--- config.mk ---
export PLATFORM = sky130hd
export DESIGN_NAME = local_bus_slave_flat
export DESIGN_NICKNAME = d
export VERILOG_FILES = /design/src/rtl/local_bus_slave_pkg.sv /design/src/rtl/local_bus_slave_if.sv /design/src/rtl/local_bus_slave_rd_pipe.sv /design/src/rtl/local_bus_slave.sv /design/src/flat_wrapper.sv
export SDC_FILE = /design/constraint.sdc
export NUM_CORES = 1
export LEC_CHECK = 0
export ABC_AREA = 1
export CAP_MARGIN = 20
export CORE_ASPECT_RATIO = 0.6
export CORE_UTILIZATION = 27
export CTS_CLUSTER_SIZE = 24
export DETAILED_ROUTE_END_ITERATION = 16
export GPL_ROUTABILITY_DRIVEN = 0
export SYNTH_ARGS = -nofsm -noshare
export SYNTH_HDL_FRONTEND = slang
export SYNTH_SLANG_ARGS = --single-unit
export TNS_END_PERCENT = 50
--- constraint.sdc ---
create_clock -name clk -period 2.5 [get_ports clk]
set_input_delay 0.5 -clock clk [delete_from_list [all_inputs] [get_ports clk]]
set_output_delay 0.5 -clock clk [all_outputs]
set_load 0.005 [all_outputs]
--- src/rtl/local_bus_slave_pkg.sv ---
// Shared constants and the read-pipeline entry type for the local bus register target.
package local_bus_slave_pkg;

    localparam logic [31:0] LB_SLV_ID       = 32'h4C42_0001;
    localparam logic [31:0] LB_SLV_ERR_DATA = 32'hDEAD_BEEF;

    localparam int unsigned LB_RD_LAT_MIN = 1;
    localparam int unsigned LB_RD_LAT_MAX = 4;

    // Entry data is sized for the widest supported bus and truncated at the output.
    localparam int unsigned LB_MAX_DATA_WIDTH = 64;

    typedef struct packed {
        logic                         valid;
        logic [LB_MAX_DATA_WIDTH-1:0] data;
        logic                         err;
    } lb_rd_entry_t;

endpackage

--- src/rtl/local_bus_slave_if.sv ---
// Local bus request/response signal bundle; slv_err exists only with LOCAL_BUS_SLAVE_ERR_EN.
interface local_bus_slave_if #(
    parameter int unsigned ADDR_WIDTH = 16,
    parameter int unsigned DATA_WIDTH = 32
) ();

    logic                  addr_en;
    logic [ADDR_WIDTH-1:0] addr;
    logic                  rw_direction;
    logic [DATA_WIDTH-1:0] wdata;
    logic [DATA_WIDTH-1:0] rdata;
    logic                  rvalid;
`ifdef LOCAL_BUS_SLAVE_ERR_EN
    logic                  slv_err;

    modport master (output addr_en, addr, rw_direction, wdata,
                    input  rdata, rvalid, slv_err);
    modport slave  (input  addr_en, addr, rw_direction, wdata,
                    output rdata, rvalid, slv_err);
`else
    modport master (output addr_en, addr, rw_direction, wdata,
                    input  rdata, rvalid);
    modport slave  (input  addr_en, addr, rw_direction, wdata,
                    output rdata, rvalid);
`endif

endinterface

--- src/rtl/local_bus_slave_rd_pipe.sv ---
// Fixed-depth shift register carrying read responses; flushed synchronously by reset.
module local_bus_slave_rd_pipe
    import local_bus_slave_pkg::*;
#(
    parameter int unsigned READ_LATENCY = 1
) (
    input  logic         clk,
    input  logic         reset,
    input  lb_rd_entry_t req_entry,
    output lb_rd_entry_t rsp_entry
);

    lb_rd_entry_t stage [READ_LATENCY];

    always_ff @(posedge clk) begin
        if (reset) begin
            for (int i = 0; i < int'(READ_LATENCY); i++) begin
                stage[i] <= '0;
            end
        end else begin
            stage[0] <= req_entry;
            for (int i = 1; i < int'(READ_LATENCY); i++) begin
                stage[i] <= stage[i-1];
            end
        end
    end

    assign rsp_entry = stage[READ_LATENCY-1];

endmodule

--- src/rtl/local_bus_slave.sv ---
// Local bus register-bank target: decode, register file, writes and pipelined reads.
// Optional error reporting (slv_err, error read data) is enabled by LOCAL_BUS_SLAVE_ERR_EN.
module local_bus_slave
    import local_bus_slave_pkg::*;
#(
    parameter int unsigned ADDR_WIDTH   = 16,
    parameter int unsigned DATA_WIDTH   = 32,
    parameter int unsigned NUM_REGS     = 8,
    parameter int unsigned READ_LATENCY = 1
) (
    input  logic                           clk,
    input  logic                           reset,
    local_bus_slave_if.slave               bus,
    output logic [NUM_REGS*DATA_WIDTH-1:0] reg_out
);

    localparam int unsigned IDX_W = $clog2(NUM_REGS);

    if (READ_LATENCY < LB_RD_LAT_MIN || READ_LATENCY > LB_RD_LAT_MAX) begin : g_bad_latency
        $error("local_bus_slave: READ_LATENCY out of range");
    end
    if (NUM_REGS < 2 || NUM_REGS > 256) begin : g_bad_num_regs
        $error("local_bus_slave: NUM_REGS out of range");
    end

    logic [DATA_WIDTH-1:0] regs [NUM_REGS];
    logic                  mapped_c;
    logic [IDX_W-1:0]      idx_c;
    logic                  wr_c;
    logic                  rd_c;
    logic [DATA_WIDTH-1:0] rd_word_c;
    lb_rd_entry_t          rd_entry_c;
    lb_rd_entry_t          pipe_rsp;

    // Full-width compare so addresses above the bank never alias onto it.
    always_comb begin
        mapped_c   = (bus.addr < ADDR_WIDTH'(NUM_REGS));
        idx_c      = IDX_W'(bus.addr);
        wr_c       = bus.addr_en & bus.rw_direction & mapped_c & (idx_c != '0);
        rd_c       = bus.addr_en & ~bus.rw_direction;
`ifdef LOCAL_BUS_SLAVE_ERR_EN
        rd_word_c  = DATA_WIDTH'(LB_SLV_ERR_DATA);
`else
        rd_word_c  = '0;
`endif
        if (mapped_c) begin
            rd_word_c = regs[idx_c];
        end
        rd_entry_c       = '0;
        rd_entry_c.valid = rd_c;
        if (rd_c) begin
            rd_entry_c.data = LB_MAX_DATA_WIDTH'(rd_word_c);
        end
`ifdef LOCAL_BUS_SLAVE_ERR_EN
        rd_entry_c.err = rd_c & ~mapped_c;
`endif
    end

    // Register 0 holds the constant ID; only indices 1.. are writable.
    always_ff @(posedge clk) begin
        if (reset) begin
            for (int i = 0; i < int'(NUM_REGS); i++) begin
                regs[i] <= '0;
            end
            regs[0] <= DATA_WIDTH'(LB_SLV_ID);
        end else if (wr_c) begin
            regs[idx_c] <= bus.wdata;
        end
    end

    always_comb begin
        reg_out = '0;
        for (int i = 0; i < int'(NUM_REGS); i++) begin
            reg_out[i*DATA_WIDTH +: DATA_WIDTH] = regs[i];
        end
    end

    local_bus_slave_rd_pipe #(
        .READ_LATENCY (READ_LATENCY)
    ) u_rd_pipe (
        .clk       (clk),
        .reset     (reset),
        .req_entry (rd_entry_c),
        .rsp_entry (pipe_rsp)
    );

    assign bus.rvalid = pipe_rsp.valid;
    assign bus.rdata  = DATA_WIDTH'(pipe_rsp.data);

`ifdef LOCAL_BUS_SLAVE_ERR_EN
    logic wr_err_q;

    always_ff @(posedge clk) begin
        if (reset) begin
            wr_err_q <= 1'b0;
        end else begin
            wr_err_q <= bus.addr_en & bus.rw_direction & ~mapped_c;
        end
    end

    // Write and read error pulses landing in the same cycle merge into one.
    assign bus.slv_err = wr_err_q | pipe_rsp.err;
`endif

    logic unused_pipe;
    assign unused_pipe = ^pipe_rsp;

endmodule

--- src/flat_wrapper.sv ---
// flat-port wrapper written by rule: the top's interface ports become plain ports
module local_bus_slave_flat import local_bus_slave_pkg::*;
#(
    parameter int unsigned ADDR_WIDTH   = 16,
    parameter int unsigned DATA_WIDTH   = 32,
    parameter int unsigned NUM_REGS     = 8,
    parameter int unsigned READ_LATENCY = 1
)
  (clk, reset, reg_out, bus_addr_en, bus_addr, bus_rw_direction, bus_wdata, bus_rdata, bus_rvalid);
  local_bus_slave_if #(.ADDR_WIDTH(ADDR_WIDTH), .DATA_WIDTH(DATA_WIDTH)) bus_i ();
  input  logic clk;
  input  logic reset;
  output logic [NUM_REGS*DATA_WIDTH-1:0] reg_out;
  input wire logic [$bits(bus_i.addr_en)-1:0] bus_addr_en;
  input wire logic [$bits(bus_i.addr)-1:0] bus_addr;
  input wire logic [$bits(bus_i.rw_direction)-1:0] bus_rw_direction;
  input wire logic [$bits(bus_i.wdata)-1:0] bus_wdata;
  output wire logic [$bits(bus_i.rdata)-1:0] bus_rdata;
  output wire logic [$bits(bus_i.rvalid)-1:0] bus_rvalid;
  assign bus_i.addr_en = bus_addr_en;
  assign bus_i.addr = bus_addr;
  assign bus_i.rw_direction = bus_rw_direction;
  assign bus_i.wdata = bus_wdata;
  assign bus_rdata = bus_i.rdata;
  assign bus_rvalid = bus_i.rvalid;
  local_bus_slave #(.ADDR_WIDTH(ADDR_WIDTH), .DATA_WIDTH(DATA_WIDTH), .NUM_REGS(NUM_REGS), .READ_LATENCY(READ_LATENCY)) u_core (.clk(clk), .reset(reset), .bus(bus_i), .reg_out(reg_out));
endmodule
==> results.json, run 1 <==
{
  "status": "finished clean",
  "tritoncts": "done",
  "r2r_end": "u_core.u_rd_pipe.stage[0][4]",
  "drc_errors": 0,
  "synth_largest_area_cell": "edfxtp_1",
  "async_flop_share": 0,
  "rr_startpoint": "u_core.regs[6][4]",
  "start_util": 0.274,
  "syn_to_final_growth_pct": 42.5,
  "drtIter0Drc": 935,
  "synthMostInstantiatedCell": "nand2_1",
  "routedWlPerCell_um": 20.1,
  "rrSetupSlack_ns": 1.45,
  "tightest_slew_ns": 0.717,
  "max_stage_delay_ns": 0.54,
  "critPathSlowestCell": "clkdlybuf4s50_1",
  "avgSynthCellArea_um2": 9.49,
  "cts_setup_buffers": 0,
  "grt_pass1_wl_um": 67800,
  "path_class": "reg2out",
  "antenna_found_initial": 0,
  "yosys.cell_types.count": 22,
  "relSlewSlack": 0.522,
  "track_usage": 0.193,
  "grt_max_degree": 56,
  "cp.arrival_ns": 1.56,
  "grt_pass1_vias": 10300,
  "synthTopCellsByArea": "edfxtp_1 (61%), nand2_1 (19%), nor2_1 (6.8%), dfxtp_1 (5.2%), buf_6 (1.9%)",
  "rr_worst_depth": 6,
  "clk_pin_slew_worst_paths_ns": 0.07,
  "dieArea_um2": 47900,
  "maxSlewViolCount": 0,
  "drive_above_1_share": 0.0677,
  "ys_seq_area_frac": 0.658,
  "cts_hold_buf": 0,
  "cts_max_path_buffers": 3,
  "setup_viol": 0,
  "synth_seq_cells": 289,
  "endpoint": "reg_out[195]",
  "synth_top_area_frac": 0.606,
  "crit_chain": "clkdlybuf4s50_1",
  "pre_cts_ws_ns": 0.0373,
  "fin_nets": 1758,
  "period_share": 0.826,
  "io_buffers": 340,
  "detail-route-antenna-nets": 0,
  "routed_wl_um": 47400,
  "crit_path_start": "u_core.regs[6][3]",
  "vias_per_cell": 4.50,
  "synth_common_cells": "nand2_1 (651), edfxtp_1 (256), nor2_1 (231), inv_1 (34), dfxtp_1 (33)",
  "rows": 61,
  "yosysWarnings": 0,
  "synth_edf_count": 256,
  "cts-buffers-inserted": 29,
  "p_total_w": 0.0118,
  "diodes": 0,
  "nFillCells": 4571,
  "fmax_ghz": 0.484,
  "rsz0062_at_grt": "false",
  "cts_sinks": 289,
  "die_w_um": 282,
  "overflow": 0,
  "min_path_type": "in2reg",
  "ios": 341,
  "synth_area_um2": 12700,
  "clock_skew_ns": 0.0287,
  "synth_ff_type": "edfxtp_1",
  "cts_resized": 0,
  "ir_worst_vdd_mv": 0.397,
  "pwr_density_cell_nw_per_um2": 652,
  "cp_max_fo": 2,
  "cp_num_buf_inv": 1,
  "crit_family": "buffers and inverters",
  "syn_inst": 1337,
  "start_kind": "register",
  "hold_viol": 0,
  "drt_first_pass_iters": 7,
  "core_area_um2": 46300,
  "die_h_um": 170,
  "min_period_ns": 2.06,
  "htree_levels": 1,
  "setup_ws_ns": 0.435,
  "place_hpwl_um": 32700,
  "cp_num_cells": 1,
  "worstSetupEndpointType": "output pin",
  "vias": 10600,
  "required_ns": 2.00,
  "cts-root-buf": "clkbuf_16",
  "leakage_nw": 7.61,
  "drv_cap": 0,
  "insertion_delay_ns": 0.58
}
## cells in the final DEF (no fill, tap or decap), types with 2 or more instances in the layout
| cell | netlist | final |
|---|---|---|
| nand4_4 | 7 | 7 |
| nor2_1 | 231 | 231 |
| clkdlybuf4s50_1 | 0 | 336 |
| dfxtp_1 | 33 | 33 |
| inv_1 | 34 | 33 |
| buf_12 | 0 | 16 |
| clkinv_2 | 0 | 8 |
| clkbuf_16 | 0 | 29 |
| nand2_1 | 651 | 644 |
| inv_2 | 2 | 2 |
| buf_2 | 24 | 2 |
| clkbuf_1 | 13 | 4 |
| nand2_2 | 0 | 7 |
| nor3_1 | 6 | 6 |
| a21oi_1 | 32 | 32 |
| clkinvlp_4 | 0 | 2 |
| buf_4 | 1 | 29 |
| edfxtp_1 | 256 | 256 |
| conb_1 | 2 | 32 |
| clkinv_1 | 1 | 3 |
| bufinv_16 | 0 | 7 |
## power by group
group,leakage [nW],switching [W],internal [W],total [W]
sequential,2.70,0.000172,0.00548,0.00565
combinational,4.41,0.000713,0.000641,0.00135
clock,0.502,0.00193,0.00285,0.00479
total,7.61,0.00282,0.00898,0.0118
## worst reg2reg max path, delay by kind of cell, from the launching register on
family,cells,cell delay [ns]
AND/OR/NAND/NOR,5,0.39
flip-flops,1,0.47
AO/OA/AOI/OAI,1,0.06
## per-stage QoR
stage	cell area [um^2]	util	TNS, ns	hold slack, ns	std cells
floorplan	12800	-	-13.96	0.583	1367
global placement	17100	0.368	0	0.699	2305
detailed placement	17100	0.368	0	0.707	2305
CTS	18100	0.390	0	0.400	2359
global route	18100	0.390	0	0.411	2359
finish	18100	0.390	0	0.426	2359
## state kept, by name (all words and copies together) (netlist names)
| register | flops |
|---|---|
| u_core.u_rd_pipe.stage | 33 |
| u_core.regs | 256 |
## cells by family after synthesis
| group | after synthesis | share of synthesized area |
|---|---|---|
| other | 2 | 0.000592 |
| AO/OA/AOI/OAI | 33 | 0.0139 |
| AND/OR/NAND/NOR | 901 | 0.280 |
| flip-flops | 289 | 0.658 |
| buffers and inverters | 112 | 0.0482 |
## layer usage
| layer | global-route usage | up-vias | part of all wire |
|---|---|---|---|
| met5 | 0 | - | 0 |
| met4 | 0.0385 | 0 | 0.018 |
| met3 | 0.0400 | 46 | 0.086 |
| met2 | 0.312 | 514 | 0.46 |
| met1 | 0.266 | 5109 | 0.43 |
| li1 | - | 4957 | - |
## worst min path at each step
stage                            start                             to  slack [ns]  cells past startpoint
floorplan             bus_rw_direction  u_core.u_rd_pipe.stage[0][32]        0.58                      1
global placement    u_core.regs[0][24]  u_core.u_rd_pipe.stage[0][24]        0.70                      6
detailed placement  u_core.regs[0][24]  u_core.u_rd_pipe.stage[0][24]        0.71                      6
CTS                        bus_addr[2]  u_core.u_rd_pipe.stage[0][30]        0.40                      4
global route                     reset  u_core.u_rd_pipe.stage[0][32]        0.41                      4
finish                     bus_addr[2]  u_core.u_rd_pipe.stage[0][30]        0.43                      4
## final cells by class
| class | instances | area (um^2) | area share |
|---|---|---|---|
| flip-flops and latches | 289 | 8350 | 0.462 |
| repair buffers | 383 | 3910 | 0.216 |
| multi-input cells | 966 | 3870 | 0.214 |
| well taps | 630 | 788 | 0.0436 |
| clock buffers | 33 | 741 | 0.0410 |
| clock inverters | 21 | 289 | 0.0160 |
| inverters | 37 | 143 | 0.00789 |
Note: power is estimated with default switching activity, not from simulation.
==> run 2: changes to the inputs <==
==> constraint.sdc (replaced) <==
create_clock -name clk -period 1.9 [get_ports clk]
set_input_delay 0.38 -clock clk [delete_from_list [all_inputs] [get_ports clk]]
set_output_delay 0.38 -clock clk [all_outputs]
set_load 0.005 [all_outputs]
==> run 2 against run 1 <==
  * Via count rose by 0.99%
  * Critical endpoint is now reg_out[127]
  * Critical path type unchanged
  * Combinational power rose by 32%
  * Clock-buffer cell count rose by 11
  * Clock power rose by 31%
==> results.json, run 2 (synthesis gave the netlist of run 1 again) <==
{
  "status": "finished clean",
  "largest_register_ffs": 256,
  "vias_per_cell": 4.51,
  "cts_max_path_buffers": 3,
  "routedWlPerCell_um": 19.9,
  "drc_errors": 0,
  "fin_nets": 1779,
  "grt_pass1_wl_um": 68300,
  "insertion_delay_ns": 0.57,
  "setup_ws_ns": 0.0332,
  "min_path_cells": 4,
  "overflow": 0,
  "rrSetupSlack_ns": 0.77,
  "grt_pass1_vias": 10300,
  "drt_first_pass_iters": 5,
  "drtIter0Drc": 1023,
  "crit_family": "buffers and inverters",
  "core_area_um2": 46300,
  "tritoncts": "done",
  "final_cell_mix": "nand2_1 (644), edfxtp_1 (256), clkdlybuf4s50_1 (245)",
  "dieArea_um2": 47900,
  "pre_cts_ws_ns": -0.271,
  "tightest_slew_ns": 0.719,
  "ir_worst_vdd_mv": 0.537,
  "diodes": 0,
  "min_period_ns": 1.87,
  "cts_hold_buf": 0,
  "min-delay-start": "reset",
  "min_path_type": "in2reg",
  "drive_above_1_share": 0.0777,
  "rr_worst_depth": 7,
  "detail-route-antenna-nets": 0,
  "antenna_found_initial": 0,
  "path_class": "reg2out",
  "drv_cap": 0,
  "maxSlewViolCount": 0,
  "die_w_um": 282,
  "cp_max_fo": 2,
  "reg_top3": "u_core.regs (256), u_core.u_rd_pipe.stage (33)",
  "max_stage_delay_ns": 0.54,
  "syn_to_final_growth_pct": 46.1,
  "crit_chain": "clkdlybuf4s50_1",
  "relSlewSlack": 0.521,
  "r2r_end": "u_core.u_rd_pipe.stage[0][9]",
  "vias": 10700,
  "start_kind": "register",
  "finalSetupTns_ns": 0,
  "grt_max_degree": 129,
  "clk_pin_slew_worst_paths_ns": 0.06,
  "hold_viol": 0,
  "critPathSlowestCell": "clkdlybuf4s50_1",
  "setup_viol": 0,
  "leakage_nw": 8.22,
  "htree_levels": 1,
  "p_total_w": 0.0155,
  "fmax_ghz": 0.536,
  "worstSetupEndpointType": "output pin",
  "track_usage": 0.193,
  "place_hpwl_um": 33200,
  "holdPathEnd": "u_core.u_rd_pipe.stage[0][32]",
  "routed_wl_um": 47400,
  "mostFrequentLayoutCell": "nand2_1",
  "die_h_um": 170,
  "start_util": 0.274,
  "ios": 341,
  "cts-buffers-inserted": 30,
  "rows": 61,
  "period_share": 0.983,
  "clock_skew_ns": 0.0233,
  "required_ns": 1.52,
  "rr_startpoint": "u_core.regs[3][9]",
  "cp.arrival_ns": 1.49,
  "io_buffers": 340,
  "cp_num_buf_inv": 1,
  "rsz0062_at_grt": "false",
  "cts_sinks": 289,
  "regMostFlops": "u_core.regs",
  "cts-root-buf": "clkbuf_16",
  "utilization": 0.400,
  "pwr_density_cell_nw_per_um2": 837
}
## run 2: cell types whose count changed in the layout (fill, tap and decap cells not counted), sizes merged, moves of 3 or more
cell	previous run	this run
buf	47	67
bufinv	7	4
clkbuf	33	44
clkdlybuf4s50	336	245
clkinv	12	6
dlygate4sd2	0	52
dlymetal6s2s	0	39
## run 2: cell type report
class | count | area [um^2]
tap | 630 | 788
sequential | 289 | 8350
inverter | 37 | 154
timing repair buffer | 403 | 4240
clock buffer | 44 | 875
fill | 4543 | 27800
multi-input combinational | 966 | 3960
clock inverter | 12 | 164
## run 2: repair_timing
item / CTS / global route
gates cloned: 0 / 0
endpoints found under the setup margin: 52 / 41
resized for setup: 52 / 39
setup buffers: 3 / 5
## run 2: worst max path at each step
stage	startpoint	end	slack (ns)	depth (start not counted)
after floorplan	reset	u_core.regs[2][0]	0.01	6
after global placement	bus_addr[14]	u_core.regs[3][8]	-0.29	7
after detailed placement	bus_addr[14]	u_core.regs[3][8]	-0.27	7
after CTS	u_core.regs[0][8]	reg_out[8]	0.0002	1
after global routing	u_core.regs[2][20]	reg_out[84]	0.00007	1
final	u_core.regs[3][31]	reg_out[127]	0.03	1
## run 2: stage by stage
stage,instances,hold WS [ns],instance area (um^2)
final,2381,0.254,18500
after global routing,2381,0.242,18500
after CTS,2376,0.215,18400
after detailed placement,2317,0.712,17400
after global placement,2317,0.711,17400
after floorplan,1367,0.463,12900
## run 2: power by group
part,total (W),leakage (nW),switching (W),internal [W]
Sequential,0.00745,2.70,0.000238,0.00721
Combinational,0.00178,5.00,0.000937,0.000846
Clock,0.00627,0.507,0.00254,0.00372
## run 2: per-layer routing
metal,GRT usage,share of wire,vias up
met5,0,0,-
met4,0.0357,0.016,0
met3,0.0472,0.093,58
met2,0.309,0.45,516
met1,0.267,0.44,5150
li1,-,-,5007
